**src/rtl/mips_main_control.sv**
```systemverilog
// Main opcode decoder for a single-issue MIPS datapath.
// Control strobes are registered, giving one cycle of latency.
module mips_main_control #(
    parameter int OPW  = 6,
    parameter int AOPW = 3
) (
    input  logic            clk,
    input  logic            rst_n,
    input  logic [OPW-1:0]  opcode,
    input  logic            op_valid,
    output logic            RegDst,
    output logic            ALUSrc,
    output logic            MemtoReg,
    output logic            RegWrite,
    output logic            MemRead,
    output logic            MemWrite,
    output logic            Branch,
    output logic [AOPW-1:0] ALUOp,
    output logic [9:0]      ctrl_word,
    output logic            illegal
);

    typedef struct packed {
        logic            regdst;
        logic            regwrite;
        logic [AOPW-1:0] aluop;
        logic            memwrite;
        logic            memread;
        logic            memtoreg;
        logic            branch;
        logic            alusrc;
    } ctrl_t;

    localparam logic [OPW-1:0] OP_R    = 6'b000000;
    localparam logic [OPW-1:0] OP_ADDI = 6'b001000;
    localparam logic [OPW-1:0] OP_ANDI = 6'b001100;
    localparam logic [OPW-1:0] OP_ORI  = 6'b001101;
    localparam logic [OPW-1:0] OP_SLTI = 6'b001010;
    localparam logic [OPW-1:0] OP_LW   = 6'b100011;
    localparam logic [OPW-1:0] OP_SW   = 6'b101011;
    localparam logic [OPW-1:0] OP_BEQ  = 6'b000100;

    logic  is_r, is_addi, is_andi, is_ori;
    logic  is_slti, is_lw, is_sw, is_beq;
    ctrl_t ctrl_d, ctrl_q;
    logic  ill_d, ill_q;

    assign is_r    = (opcode == OP_R);
    assign is_addi = (opcode == OP_ADDI);
    assign is_andi = (opcode == OP_ANDI);
    assign is_ori  = (opcode == OP_ORI);
    assign is_slti = (opcode == OP_SLTI);
    assign is_lw   = (opcode == OP_LW);
    assign is_sw   = (opcode == OP_SW);
    assign is_beq  = (opcode == OP_BEQ);

    // X/Z opcodes match no item and fall into the illegal default
    always_comb begin
        ctrl_d = '0;
        ill_d  = 1'b0;
        if (op_valid) begin
            unique case (1'b1)
                is_r:    ctrl_d = '{1'b1, 1'b1, 3'b010, 1'b0, 1'b0, 1'b0, 1'b0, 1'b0};
                is_addi: ctrl_d = '{1'b0, 1'b1, 3'b000, 1'b0, 1'b0, 1'b0, 1'b0, 1'b1};
                is_andi: ctrl_d = '{1'b0, 1'b1, 3'b011, 1'b0, 1'b0, 1'b0, 1'b0, 1'b1};
                is_ori:  ctrl_d = '{1'b0, 1'b1, 3'b100, 1'b0, 1'b0, 1'b0, 1'b0, 1'b1};
                is_slti: ctrl_d = '{1'b0, 1'b1, 3'b101, 1'b0, 1'b0, 1'b0, 1'b0, 1'b1};
                is_lw:   ctrl_d = '{1'b0, 1'b1, 3'b000, 1'b0, 1'b1, 1'b1, 1'b0, 1'b1};
                is_sw:   ctrl_d = '{1'b0, 1'b0, 3'b000, 1'b1, 1'b0, 1'b0, 1'b0, 1'b1};
                is_beq:  ctrl_d = '{1'b0, 1'b0, 3'b001, 1'b0, 1'b0, 1'b0, 1'b1, 1'b0};
                default: ill_d  = 1'b1;
            endcase
        end
    end

    always_ff @(posedge clk or negedge rst_n) begin
        if (!rst_n) begin
            ctrl_q <= '0;
            ill_q  <= 1'b0;
        end else begin
            ctrl_q <= ctrl_d;
            ill_q  <= ill_d;
        end
    end

    assign RegDst    = ctrl_q.regdst;
    assign RegWrite  = ctrl_q.regwrite;
    assign ALUOp     = ctrl_q.aluop;
    assign MemWrite  = ctrl_q.memwrite;
    assign MemRead   = ctrl_q.memread;
    assign MemtoReg  = ctrl_q.memtoreg;
    assign Branch    = ctrl_q.branch;
    assign ALUSrc    = ctrl_q.alusrc;
    assign ctrl_word = ctrl_q;
    assign illegal   = ill_q;

endmodule

```
**config.mk**
```make
export PLATFORM = sky130hd
export DESIGN_NAME = mips_main_control
export DESIGN_NICKNAME = d
export VERILOG_FILES = /design/src/rtl/mips_main_control.sv
export SDC_FILE = /design/constraint.sdc
export NUM_CORES = 1
export LEC_CHECK = 0
export ABC_AREA = 1
export CAP_MARGIN = 0
export CORE_MARGIN = 5
export CORE_UTILIZATION = 30
export DETAILED_ROUTE_END_ITERATION = 8
export HOLD_SLACK_MARGIN = 0.02
export PLACE_DENSITY = 0.64
export RECOVER_POWER = 50
export SYNTH_ARGS = -nofsm -noshare
export SYNTH_HDL_FRONTEND = slang
export SYNTH_SLANG_ARGS = --single-unit
```
**constraint.sdc**
```tcl
create_clock -name clk -period 0.9 [get_ports clk]
set_clock_uncertainty 0.15 [all_clocks]
set_input_delay 0.18 -clock clk [delete_from_list [all_inputs] [get_ports clk]]
set_output_delay 0.18 -clock clk [all_outputs]
set_load 0.01 [all_outputs]
```
# Yosys cells after proc, flatten, opt, wreduce, memory -nomap -nowiden
# Index checks and enable logic that the tools add are counted.
[word_totals] reg_bits=11 inputBits=9 out_inout_bits=21 wordCells=22
[op_classes] eq_ne=7 muxes=4 reduce_logical=2
[op_table] operator="$pmux W10 S8" n=1
[op_table] operator="$eq A6 B4 Y1 const B" n=4
[op_table] operator="$eq A6 B6 Y1 const B" n=2
[op_table] operator="$mux W10" n=1
[op_table] operator="$reduce_or A8 Y1" n=1
[op_table] operator="$eq A6 B3 Y1 const B" n=1
[op_table] operator="$logic_not A6 Y1" n=1
[op_table] operator="$mux W1" n=2

# Depth between registers and ports, before layout
[depth] depth_word=4 ltp_mapped=8 ltp_nobuf=8

# Least setup slack after synthesis
# No wires, ideal clock.
[synth_path] path_type="input -> register" start="input port opcode[5]" end="register ill_q, in the netlist illegal" setup_time_ns=0.124 arrival_time_ns=0.699 t_required_ns=0.626 path_slack_ns=-0.073 path_stages=6 n_path_buf=0 cell_sequence="nor2_1 -> nand3_1 -> nand2_1 -> nor2_2 -> nand2_1 -> nor2_1"
[synth_via] elab_chain_len=4 word_cells_on_any_way=11 classes_between="7 x eq/ne; 2 x mux; 2 x reduce/logical"
[synth_rtl] item="start: declaration" line_no="9" rtl="input logic [OPW-1:0] opcode,"
[synth_rtl] item="$eq A6 B4 Y1 (tied with other cells)" line_no="49" rtl="assign is_addi = (opcode == OP_ADDI);"
[synth_rtl] item="$reduce_or A8 Y1 (no line) (*)"
[synth_rtl] item="$mux W1 (*)" line_no="62" rtl="unique case (1'b1)"
[synth_rtl] item="$mux W1 (*)" line_no="61" rtl="if (op_valid) begin"
[synth_rtl] item="net ill_d" line_no="46" rtl="logic ill_d, ill_q;"
[synth_rtl] item="end signal: assignment" line_no="82" rtl="ill_q <= ill_d;"
[synth_rtl] item="end: declaration" line_no="46"
# The timed path passes the listed nets; every way through them passes the cells marked *.

# Final worst setup path
[layout_path] start="register ctrl_q, in the netlist MemRead" end="output port MemRead"
[layout_lines] item="start: declaration" line_no="45" rtl="ctrl_t ctrl_d, ctrl_q;"
[layout_lines] item="start signal: assignment" line_no="81" rtl="ctrl_q <= ctrl_d;"
[layout_lines] item="end: declaration" line_no="15" rtl="output logic MemRead,"
# No word-level cell between the ends.

==> impl_metrics.json <==
{
  "path_buf_inv": 1,
  "firstDrtPassIters": 2,
  "cts-root-buf": "clkbuf_4",
  "path_clk_slew_ps": 60,
  "hold_buffers": 0,
  "synth_ff_type": "dfrtp_1",
  "die_h_um": 53.2,
  "min_path_type": "in2reg",
  "total_power_mw": 1.02,
  "yosys.area_share.simple_pct": 30.6,
  "diodes": 0,
  "ys_types": 10,
  "cts_buffer_depth": 2,
  "cap_violations": 0,
  "vias": 543,
  "p_clk_share_pct": 37.7,
  "synth-seq-area-share_pct": 44.6,
  "worstSetupEndpointType": "output pin",
  "preCtsSetupSlack_ps": -684,
  "n_fill_cell": 182,
  "async_flop_share_pct": 100,
  "portBuffers": 29,
  "drive_gt1_share_pct": 65.4,
  "setup_violations": 21,
  "synth_compound_area_share_pct": 2.68,
  "synth_top_cells_by_area": "dfrtp_1, buf_4, nor2_1",
  "layout_min_cycle_time_ps": 1130,
  "relSlewSlack_pct": 84.6,
  "track_usage_pct": 10.2,
  "synth_top_family_by_area": "simple AND/OR/NAND/NOR gates",
  "start_kind": "register",
  "row_count": 15,
  "ys_seq_elements": 10,
  "hold_viol": 0,
  "netlist_instances": 72,
  "avgSynthCellArea_sq_um": 7.79,
  "grt_pass1_wl_um": 2090,
  "finalHoldWorstSlack_ps": 80.7,
  "syn-cell-area_sq_um": 561,
  "yosysWarningCount": 0,
  "p_sw_uw": 246,
  "synthTopCellsByCount": "nor2_1, nand2_1, buf_4, inv_1, dfrtp_1",
  "failed_checks": "setup timing",
  "setup_tns_ps": -4160,
  "status": "finished with violations",
  "crit_type": "reg2out",
  "cts_sinks": 10,
  "crit_required_ps": 570,
  "crit_family": "flip-flops",
  "hpwl_um": 1040,
  "netlist.area_leader.share_pct": 44.6,
  "post_drt_wl_per_cell_um": 10.4,
  "rsz0062_at_grt": "yes",
  "p_comb_share_pct": 17.0,
  "synth_nets": 81,
  "synth_xor_area_share_pct": 0,
  "antenna_found_initial": 0,
  "io_pins": 30,
  "drt_iter0_drc": 2,
  "grt_pass1_vias": 521,
  "routabilityCongestion": 0.795,
  "drc": 0,
  "critical_path_arrival_ps": 800,
  "seqPwrFrac_pct": 45.3,
  "htreeDepth": 1,
  "cts_buffers": 3,
  "die_w_um": 53.2,
  "areaGrowthSynthToFinish_pct": 54.5,
  "slowest_delay_ps": 390,
  "setup_ws_ps": -227,
  "wl_um": 1350,
  "intPower_uw": 772,
  "cp_max_fo": 4,
  "power_density_mw_per_mm2": 1180,
  "fp.coreArea_sq_mm": 0.00175,
  "min_path_cells": 3,
  "max_clock_freq_mhz": 887,
  "tightest_slew_ps": 231,
  "via_per_inst": 4.21,
  "holdPathEnd": "ALUOp[1]",
  "hp-start": "op_valid",
  "leakagePower_nw": 0.507,
  "synth_mux_area_share_pct": 0,
  "worst-path-stages": 1,
  "finalCritPeriodShare_pct": 125,
  "cts_tree": "done",
  "grt_max_degree": 11,
  "num-nets-final": 114,
  "ant_nets": 0,
  "swShare_pct": 24.2,
  "slowest_stage": "dfrtp_1",
  "overflow": 0,
  "maxSlewViolCount": 0,
  "yosysMostFrequentCell": "nor2_1",
  "synth-edff-count": 0,
  "synth.largest_area_cell": "dfrtp_1",
  "cp_cell_sequence": "buf_2",
  "dieArea_sq_mm": 0.00283,
  "start_util_pct": 32.1,
  "synthAdderAreaFrac_pct": 0,
  "worst_ir_drop_vdd_mv": 0.422
}
cell type report:
class / count / area, sq um / share of cell area (%)
Multi-Input combinational cell: 40 / 258 / 29.8
Sequential cell: 10 / 250 / 28.9
Timing Repair Buffer: 39 / 241 / 27.9
Inverter: 11 / 48.8 / 5.64
Clock buffer: 4 / 36.3 / 4.19
Tap cell: 25 / 31.3 / 3.61
stage by stage:
| step | util [%] | instances | instance area [sq um] |
|---|---|---|---|
| detailed placement | 50.5 | 120 | 882 |
| global placement | 50.5 | 120 | 882 |
| finish | 49.6 | 129 | 866 |
| CTS | 46.1 | 125 | 805 |
| global route | 49.6 | 129 | 866 |
| floorplan | - | 72 | 593 |
timing repair:
action / CTS / global route
pin swaps: 3 / 7
setup buffers: 1 / 4
endpoints found under the setup margin: 31 / 28
resized for setup: 112 / 17
how the worst max path moves through the flow:
stage                     startpoint       to  slack [ps]
final                        MemRead  MemRead        -230
after detailed placement   opcode[3]  illegal        -680
after floorplan            opcode[3]  illegal           2
after global placement     opcode[3]  illegal        -680
after CTS                    MemRead  MemRead        -250
after global routing         MemRead  MemRead        -280
registers in the layout, indices dropped and copies added (netlist names):
name / count
RegDst: 1
illegal: 1
MemWrite: 1
Branch: 1
RegWrite: 1
ALUOp: 3
MemRead: 1
ALUSrc: 1
cells in the final DEF, fill, tap and decap left out, types with 2 or more instances in the layout:
master    instances
buf_2            24
nor2_4            5
dfrtp_1          10
a21oi_1           2
nand2_1           6
nor2_1            9
inv_1             4
nand2_2           7
buf_4             9
nand3_2           3
nand3_1           2
inv_2             5
clkbuf_4          5
nor2_2            3
power by group through the flow:
stage	sequential [mW]	combinational (mW)	clock (mW)
after floorplan	0.475	0.0724	0
after global placement	0.470	0.182	0
after detailed placement	0.470	0.184	0
after CTS	0.461	0.166	0.404
after global routing	0.461	0.193	0.425
final	0.461	0.173	0.384
cells by family (layout without fill, tap and decap cells):
| family | after synthesis | in the layout |
|---|---|---|
| AOI/OAI and AO/OA | 3 | 3 |
| DFF | 10 | 10 |
| buffers and inverters | 22 | 54 |
| and+or+nand+nor | 37 | 37 |
layer usage:
metal  track usage, %  vias to the layer above  routed length, um
li1                 -                      272                  -
met1             9.69                      240                477
met2             18.6                       27                672
met3             2.54                        4                154
met4             7.66                        0                 41
met5                0                        -                  0
(Power assumes the default switching activity.)
